File: config.mk
export PLATFORM = sky130hd
export DESIGN_NAME = fmm_sync_monitor_flat
export DESIGN_NICKNAME = d
export VERILOG_FILES = /design/src/rtl/fmm_sync_monitor_if.sv /design/src/rtl/fmm_sync_monitor.sv /design/src/flat_wrapper.sv
export SDC_FILE = /design/constraint.sdc
export NUM_CORES = 1
export LEC_CHECK = 0
export CAP_MARGIN = 20
export CELL_PAD_IN_SITES_DETAIL_PLACEMENT = 0
export CELL_PAD_IN_SITES_GLOBAL_PLACEMENT = 2
export CORE_AREA = 2 2 84 119
export CTS_CLUSTER_DIAMETER = 50
export CTS_CLUSTER_SIZE = 8
export DETAILED_ROUTE_END_ITERATION = 6
export DIE_AREA = 0 0 86 121
export GPL_ROUTABILITY_DRIVEN = 0
export PLACE_DENSITY = 0.84
export SKIP_CTS_REPAIR_TIMING = 1
export SLEW_MARGIN = 10
export SYNTH_ARGS = -nofsm -noshare
export SYNTH_HDL_FRONTEND = slang
export SYNTH_SLANG_ARGS = --single-unit
export TNS_END_PERCENT = 10
File: constraint.sdc
create_clock -name clock -period 2.4 [get_ports clock]
set_clock_uncertainty 0.05 [all_clocks]
set_input_delay 0.6 -clock clock [delete_from_list [all_inputs] [get_ports clock]]
set_output_delay 0.6 -clock clock [all_outputs]
set_load 0.005 [all_outputs]
File: src/rtl/fmm_sync_monitor_if.sv
// TTC-side strobes and FMM status outputs of the sync monitor, grouped as one bundle.
// The master drives the TTC/control strobes; the slave (the monitor) drives status.
interface fmm_sync_monitor_if #(
  parameter int BXN_WIDTH     = 12,
  parameter int ERR_CNT_WIDTH = 16
);
  logic                     ttc_bx0;
  logic                     ttc_resync;
  logic                     dont_wait;
  logic                     err_cnt_clr;
  logic                     fmm_trig_stop;
  logic [2:0]               fmm_state;
  logic [BXN_WIDTH-1:0]     bxn_cnt;
  logic                     sync_err;
  logic                     bx0_timeout;
  logic [ERR_CNT_WIDTH-1:0] bx0_err_cnt;

  modport master (
    output ttc_bx0, ttc_resync, dont_wait, err_cnt_clr,
    input  fmm_trig_stop, fmm_state, bxn_cnt, sync_err, bx0_timeout, bx0_err_cnt
  );

  modport slave (
    input  ttc_bx0, ttc_resync, dont_wait, err_cnt_clr,
    output fmm_trig_stop, fmm_state, bxn_cnt, sync_err, bx0_timeout, bx0_err_cnt
  );
endinterface

File: src/rtl/fmm_sync_monitor.sv
// FMM sync monitor: locks a local BX counter to TTC BX0, checks every later BX0 against it,
// counts sync errors and raises fmm_trig_stop whenever the block is not in RUN.
module fmm_sync_monitor #(
  parameter int BXN_MAX        = 3563,
  parameter int BXN_WIDTH      = 12,
  parameter int BXN_PRESET     = 0,
  parameter int STARTUP_CYCLES = 16,
  parameter int BX0_TIMEOUT    = 8192,
  parameter int ERR_LIMIT      = 3,
  parameter int ERR_CNT_WIDTH  = 16
) (
  input logic               clock,
  input logic               reset_i,
  fmm_sync_monitor_if.slave bus
);

  typedef enum logic [2:0] {
    ST_STARTUP = 3'd0,
    ST_RESYNC  = 3'd1,
    ST_WAIT    = 3'd2,
    ST_RUN     = 3'd3,
    ST_OOS     = 3'd4
  } state_t;

  localparam int SU_W = $clog2(STARTUP_CYCLES + 1);
  localparam int TO_W = $clog2(BX0_TIMEOUT + 1);
  localparam int CB_W = $clog2(ERR_LIMIT + 1);
  localparam logic [BXN_WIDTH-1:0] BXN_PRE = BXN_WIDTH'(BXN_PRESET);
  // Counter value in the cycle that carries a well-timed BX0
  localparam logic [BXN_WIDTH-1:0] BXN_EXP = BXN_WIDTH'((BXN_PRESET + BXN_MAX) % (BXN_MAX + 1));

  logic                     reset_q;
  state_t                   state_q, state_d;
  logic [BXN_WIDTH-1:0]     bxn_q, bxn_d, bxn_inc_s;
  logic [SU_W-1:0]          su_cnt_q, su_cnt_d;
  logic [TO_W-1:0]          to_cnt_q, to_cnt_d;
  logic [CB_W-1:0]          bad_q, bad_d;
  logic [ERR_CNT_WIDTH-1:0] err_cnt_q, err_cnt_d;
  logic                     sync_err_q, sync_err_d;
  logic                     tmo_q, tmo_d;
  logic                     stop_q;
  logic                     evt_s, good_s, tmo_set_s;

  // Next-state logic for the FSM, BX counter, timers and error bookkeeping
  always_comb begin
    state_d    = state_q;
    su_cnt_d   = su_cnt_q;
    to_cnt_d   = {TO_W{1'b0}};
    bad_d      = bad_q;
    err_cnt_d  = err_cnt_q;
    sync_err_d = sync_err_q;
    tmo_d      = tmo_q;
    tmo_set_s  = 1'b0;
    bxn_inc_s  = (bxn_q == BXN_WIDTH'(BXN_MAX)) ? {BXN_WIDTH{1'b0}} : bxn_q + BXN_WIDTH'(1);

    if (state_q == ST_RUN) begin
      evt_s  = bus.ttc_bx0 != (bxn_q == BXN_EXP);
      good_s = bus.ttc_bx0 && (bxn_q == BXN_EXP);
    end else begin
      evt_s  = 1'b0;
      good_s = 1'b0;
    end

    if (state_q == ST_RUN || state_q == ST_OOS) begin
      bxn_d = bxn_inc_s;
    end else if (state_q == ST_RESYNC || bus.ttc_bx0) begin
      bxn_d = BXN_PRE;
    end else begin
      bxn_d = bxn_inc_s;
    end

    // A mismatch coinciding with err_cnt_clr is dropped entirely
    if (state_q != ST_RUN || good_s) begin
      bad_d = {CB_W{1'b0}};
    end else if (evt_s && !bus.err_cnt_clr && bad_q < CB_W'(ERR_LIMIT)) begin
      bad_d = bad_q + CB_W'(1);
    end else begin
      bad_d = bad_q;
    end

    case (state_q)
      ST_STARTUP: begin
        if (su_cnt_q == SU_W'(STARTUP_CYCLES - 1)) begin
          state_d = ST_WAIT;
        end else begin
          su_cnt_d = su_cnt_q + SU_W'(1);
        end
      end
      ST_RESYNC: state_d = bus.ttc_bx0 ? ST_RUN : ST_WAIT;
      ST_WAIT: begin
        to_cnt_d  = (to_cnt_q == TO_W'(BX0_TIMEOUT)) ? to_cnt_q : to_cnt_q + TO_W'(1);
        tmo_set_s = (to_cnt_q == TO_W'(BX0_TIMEOUT - 1));
        if (bus.ttc_bx0 || bus.dont_wait) begin
          state_d = ST_RUN;
        end else begin
          state_d = ST_WAIT;
        end
      end
      ST_RUN: begin
        if (evt_s && !bus.err_cnt_clr && (int'(bad_q) + 1 >= ERR_LIMIT)) begin
          state_d = ST_OOS;
        end else begin
          state_d = ST_RUN;
        end
      end
      ST_OOS:  state_d = ST_OOS;
      default: state_d = ST_STARTUP;
    endcase

    if (bus.ttc_resync) begin
      state_d = ST_RESYNC;
      bxn_d   = BXN_PRE;
    end else begin
      state_d = state_d;
    end

    if (bus.err_cnt_clr) begin
      err_cnt_d  = {ERR_CNT_WIDTH{1'b0}};
      sync_err_d = 1'b0;
      tmo_d      = 1'b0;
    end else begin
      if (evt_s) begin
        err_cnt_d  = (err_cnt_q == {ERR_CNT_WIDTH{1'b1}}) ? err_cnt_q : err_cnt_q + ERR_CNT_WIDTH'(1);
        sync_err_d = 1'b1;
      end else begin
        err_cnt_d = err_cnt_q;
      end
      if (tmo_set_s) begin
        tmo_d = 1'b1;
      end else begin
        tmo_d = tmo_d;
      end
    end
  end

  // State registers; reset_i is registered once, so reset acts one cycle late
  always_ff @(posedge clock) begin
    reset_q <= reset_i;
    if (reset_q) begin
      state_q    <= ST_STARTUP;
      bxn_q      <= BXN_PRE;
      su_cnt_q   <= {SU_W{1'b0}};
      to_cnt_q   <= {TO_W{1'b0}};
      bad_q      <= {CB_W{1'b0}};
      err_cnt_q  <= {ERR_CNT_WIDTH{1'b0}};
      sync_err_q <= 1'b0;
      tmo_q      <= 1'b0;
      stop_q     <= 1'b1;
    end else begin
      state_q    <= state_d;
      bxn_q      <= bxn_d;
      su_cnt_q   <= su_cnt_d;
      to_cnt_q   <= to_cnt_d;
      bad_q      <= bad_d;
      err_cnt_q  <= err_cnt_d;
      sync_err_q <= sync_err_d;
      tmo_q      <= tmo_d;
      stop_q     <= (state_q != ST_RUN);
    end
  end

  assign bus.fmm_trig_stop = stop_q;
  assign bus.fmm_state     = state_q;
  assign bus.bxn_cnt       = bxn_q;
  assign bus.sync_err      = sync_err_q;
  assign bus.bx0_timeout   = tmo_q;
  assign bus.bx0_err_cnt   = err_cnt_q;

endmodule
File: src/flat_wrapper.sv
// flat-port wrapper written by rule: the top's interface ports become plain ports
module fmm_sync_monitor_flat 
#(
  parameter int BXN_MAX        = 3563,
  parameter int BXN_WIDTH      = 12,
  parameter int BXN_PRESET     = 0,
  parameter int STARTUP_CYCLES = 16,
  parameter int BX0_TIMEOUT    = 8192,
  parameter int ERR_LIMIT      = 3,
  parameter int ERR_CNT_WIDTH  = 16
)
  (clock, reset_i, bus_ttc_bx0, bus_ttc_resync, bus_dont_wait, bus_err_cnt_clr, bus_fmm_trig_stop, bus_fmm_state, bus_bxn_cnt, bus_sync_err, bus_bx0_timeout, bus_bx0_err_cnt);
  fmm_sync_monitor_if #(.BXN_WIDTH(BXN_WIDTH), .ERR_CNT_WIDTH(ERR_CNT_WIDTH)) bus_i ();
  input logic clock;
  input logic reset_i;
  input wire logic [$bits(bus_i.ttc_bx0)-1:0] bus_ttc_bx0;
  input wire logic [$bits(bus_i.ttc_resync)-1:0] bus_ttc_resync;
  input wire logic [$bits(bus_i.dont_wait)-1:0] bus_dont_wait;
  input wire logic [$bits(bus_i.err_cnt_clr)-1:0] bus_err_cnt_clr;
  output wire logic [$bits(bus_i.fmm_trig_stop)-1:0] bus_fmm_trig_stop;
  output wire logic [$bits(bus_i.fmm_state)-1:0] bus_fmm_state;
  output wire logic [$bits(bus_i.bxn_cnt)-1:0] bus_bxn_cnt;
  output wire logic [$bits(bus_i.sync_err)-1:0] bus_sync_err;
  output wire logic [$bits(bus_i.bx0_timeout)-1:0] bus_bx0_timeout;
  output wire logic [$bits(bus_i.bx0_err_cnt)-1:0] bus_bx0_err_cnt;
  assign bus_i.ttc_bx0 = bus_ttc_bx0;
  assign bus_i.ttc_resync = bus_ttc_resync;
  assign bus_i.dont_wait = bus_dont_wait;
  assign bus_i.err_cnt_clr = bus_err_cnt_clr;
  assign bus_fmm_trig_stop = bus_i.fmm_trig_stop;
  assign bus_fmm_state = bus_i.fmm_state;
  assign bus_bxn_cnt = bus_i.bxn_cnt;
  assign bus_sync_err = bus_i.sync_err;
  assign bus_bx0_timeout = bus_i.bx0_timeout;
  assign bus_bx0_err_cnt = bus_i.bx0_err_cnt;
  fmm_sync_monitor #(.BXN_MAX(BXN_MAX), .BXN_WIDTH(BXN_WIDTH), .BXN_PRESET(BXN_PRESET), .STARTUP_CYCLES(STARTUP_CYCLES), .BX0_TIMEOUT(BX0_TIMEOUT), .ERR_LIMIT(ERR_LIMIT), .ERR_CNT_WIDTH(ERR_CNT_WIDTH)) u_core (.clock(clock), .reset_i(reset_i), .bus(bus_i));
endmodule
==> impl_results.md <==
* Setup repair after global routing missed its margin: true
* CP cell instances: clkdlybuf4s50_1 -> ha_1 -> nand4b_4 -> or4_4 -> or3_1 -> a21oi_1
* Horizontal die dimension at 86 µm
* Multi-input combinational cell area at 0.00151 mm²
* Top cells by instance count after synthesis: 56 x dfxtp_1, 44 x nor2_1, 15 x a21oi_1, 15 x nand3_1, 15 x xnor2_1
* Max Fclk at 418 MHz
* CTS clock-pin slew for the worst setup and hold paths at 0.07 ns
* Via count of the first global-routing pass at 2268
* Number of non-filler instances in the completed layout at 477
* Final period utilization at 0.997
* Critical path arrival at 2.57 ns
* Global route total overflow at 0
* Number of pins exceeding their max-slew limit in the final report at 0
* Critical Path RT at 2.58 ns
* Yosys synthesis warning count at 0
* Area added between synthesis and finish at 35.5%
* Final critical-path required period at 2.39 ns
* DIE AREA at 0.0104 mm²
* Outcome: finished clean
* Critical path class: in -> reg
* Combined area of all synthesized cells at 0.00266 mm²
* Fraction of final layout cells with drive strength greater than 1 at 0.155
* Mean instance size in the synthesized netlist at 8.71 µm²
* Remaining routing DRC violations at 0
* Worst reg2reg path startpoint: u_core.bus.bxn_cnt[0]
* Root Buffer: clkbuf_16
* Aggregate routed wire length at 6.29 mm
* First-pass GRT wire length at 10.7 mm
* Pin count of the biggest net entering global routing at 17
* Number of buffers created by CTS at 5
* Setup Total Neg Slack at 0 ns
* Antenna-violating nets left at 0
* Detailed Place HPWL at 4.51 mm
* Layout fillers at 949
* Slowest cell on the critical path: or4_4
* End of the critical path: u_core.bus.bx0_err_cnt[11]
* Hold Fails Final Rpt at 0
* Crit-path max FO at 7
* Initial antenna violation count at 0
* PwrDens at 546 mW/mm²
* Overall Global Routing Usage at 0.128
* Placement Rows at 42
* Leak Pwr at 1.23 nW
* Core region area at 0.00930 mm²
* Sequential cell area fraction in the yosys report at 0.422
* Register area at 0.00112 mm²
* Count of H-tree levels built during CTS at 2
* Finish-stage setup viols at 0
* Antenna diode instance count at 0
* Most numerous cell in the Yosys netlist: dfxtp_1
* Classification of the worst-slack hold path: reg -> reg
* Total nets after synthesis at 321
* Synth top area share at 0.422
* Ys async rst share at 0
* Die height at 121 µm
* Router iterations before antenna repair at 4
* Post-synth cell types at 46
* Vias per std cell at 4.97
* Minimum setup slack among reg-to-reg paths at 0.03 ns
* Count of buffers inserted at the top-level ports at 39
* Placed cell count at 467
* Cell taking the most area after synthesis: dfxtp_1
* Reg-to-reg endpoint: u_core.bus.bx0_err_cnt[11]
* Largest cells by area after synthesis: dfxtp_1 42%, nor2_1 6.2%, xnor2_1 4.9%, ha_1 4.7%, nand4_1 3.3%
* Mean routed wirelength per cell at 13.2 µm
* Commonest register cell after synthesis: dfxtp_1
* Maximum buffer depth of the clock tree at 2
* Actual slew at the worst max-slew pin at 0.487 ns
* Net count, final at 383
* Final design utilization at 0.387
* Max-capacitance violation count at 0
* Gate count of the mapped netlist at 305
* Total number of vias at 2372
* Number of cells on the worst reg-to-reg path at 8
* TritonCTS clock tree: yes
* Critical Path Source Type: input pin
* Maximum ir drop on the vdd rail at 0.000238 V
* Number of register bits inferred by synthesis at 56
* Initial cell density of the core at 0.286
* Number of enable-type register cells in the synthesized netlist at 0
* Worst path max stage delay at 0.58 ns
* Max-Slew Margin vs Limit at 0.675
* First DRT Iteration DRCs at 57
* I/O pins at 40
* CTS sink cnt at 56
* Startpoint of the worst setup timing path: bus_ttc_bx0
* Clock latency on the worst-skew pair at 0.29 ns
* Crit path capture type: flip-flop
[layout by cell type (no fill, tap or decap), drive strengths merged, types with 3 or more instances in the layout]
cell,count
a211oi,4
a21oi,15
a31oi,3
and3,4
buf,28
clkbuf,5
clkdlybuf4s50,39
dfxtp,56
ha,10
inv,9
nand2,10
nand2b,5
nand3,16
nand4,14
nor2,44
nor3,12
nor3b,4
nor4,9
o21ai,14
or2,3
or3,12
or4,5
xnor2,15
xor2,9
[where the power goes]
group	total (mW)	switching [mW]	internal (mW)
registers	0.959	0.0181	0.941
clock network	0.934	0.341	0.593
logic	0.0748	0.0355	0.0393
total	1.97	0.395	1.57
[metal layers]
layer / GRT usage / share of wire / routed length, µm / vias to the layer above
li1: - / - / - / 1221
met1: 0.154 / 0.45 / 2850 / 1112
met2: 0.219 / 0.50 / 3130 / 32
met3: 0.0279 / 0.034 / 211 / 7
met4: 0.0496 / 0.016 / 99 / 0
met5: 0 / 0 / 0 / -
[final cells by class]
type                    count  share of cell area
flip-flops and latches     56               0.312
clock inverters             2              0.0167
repair buffers             67               0.169
well taps                 110              0.0382
clock buffers               5              0.0347
inverters                   9             0.00938
multi-input cells         228               0.420
[flip-flops by register name, indices dropped and copies added (netlist names)]
name / count
u_core.bad_q: 2
u_core.bus.fmm_trig_stop: 1
u_core.bus.bx0_timeout: 1
u_core.to_cnt_q: 14
u_core.bus.bx0_err_cnt: 16
u_core.bus.bxn_cnt: 12
u_core.bus.sync_err: 1
u_core.reset_q: 1
u_core.su_cnt_q: 5
u_core.bus.fmm_state: 3
[metrics by stage]
| step | setup WS [ns] | power, mW | hold WS (ns) | area [µm²] |
|---|---|---|---|---|
| after CTS | -0.0974 | 2.00 | 0.440 | 3500 |
| after global placement | -0.314 | 1.05 | 0.407 | 3320 |
| after global routing | -0.0810 | 2.05 | 0.481 | 3600 |
| after floorplan | 0.0608 | 1.02 | 0.391 | 2670 |
| final | 0.00682 | 1.97 | 0.427 | 3600 |
| after detailed placement | -0.341 | 1.06 | 0.421 | 3320 |
[worst max-delay path: cells and delay by family]
family	cells	cell delay, ns
adders and majority gates	1	0.35
and+or+nand+nor	3	1.06
AOI/OAI and AO/OA	1	0.12
buffers and inverters	1	0.44
[logic make-up after synthesis]
logic type                 count (synthesis)  share of synthesized area
xor gates and xnor gates                  24                     0.0791
buffers and inverters                     21                     0.0372
muxes                                      2                    0.00753
and+or+nand+nor                          147                      0.307
DFF                                       56                      0.422
adders and majority gates                 10                     0.0471
AOI/OAI and AO/OA                         45                      0.100
[how the worst min path moves through the flow]
stage,startpoint,end,cells past startpoint
floorplan,u_core.bus.bxn_cnt[0],u_core.bus.bxn_cnt[0],1
global placement,u_core.bus.sync_err,u_core.bus.sync_err,2
detailed placement,u_core.bus.sync_err,u_core.bus.sync_err,2
CTS,u_core.bus.sync_err,u_core.bus.sync_err,2
global route,u_core.bus.sync_err,u_core.bus.sync_err,2
finish,u_core.bus.sync_err,u_core.bus.sync_err,2
No activity file was read; power rests on OpenSTA's default activity.
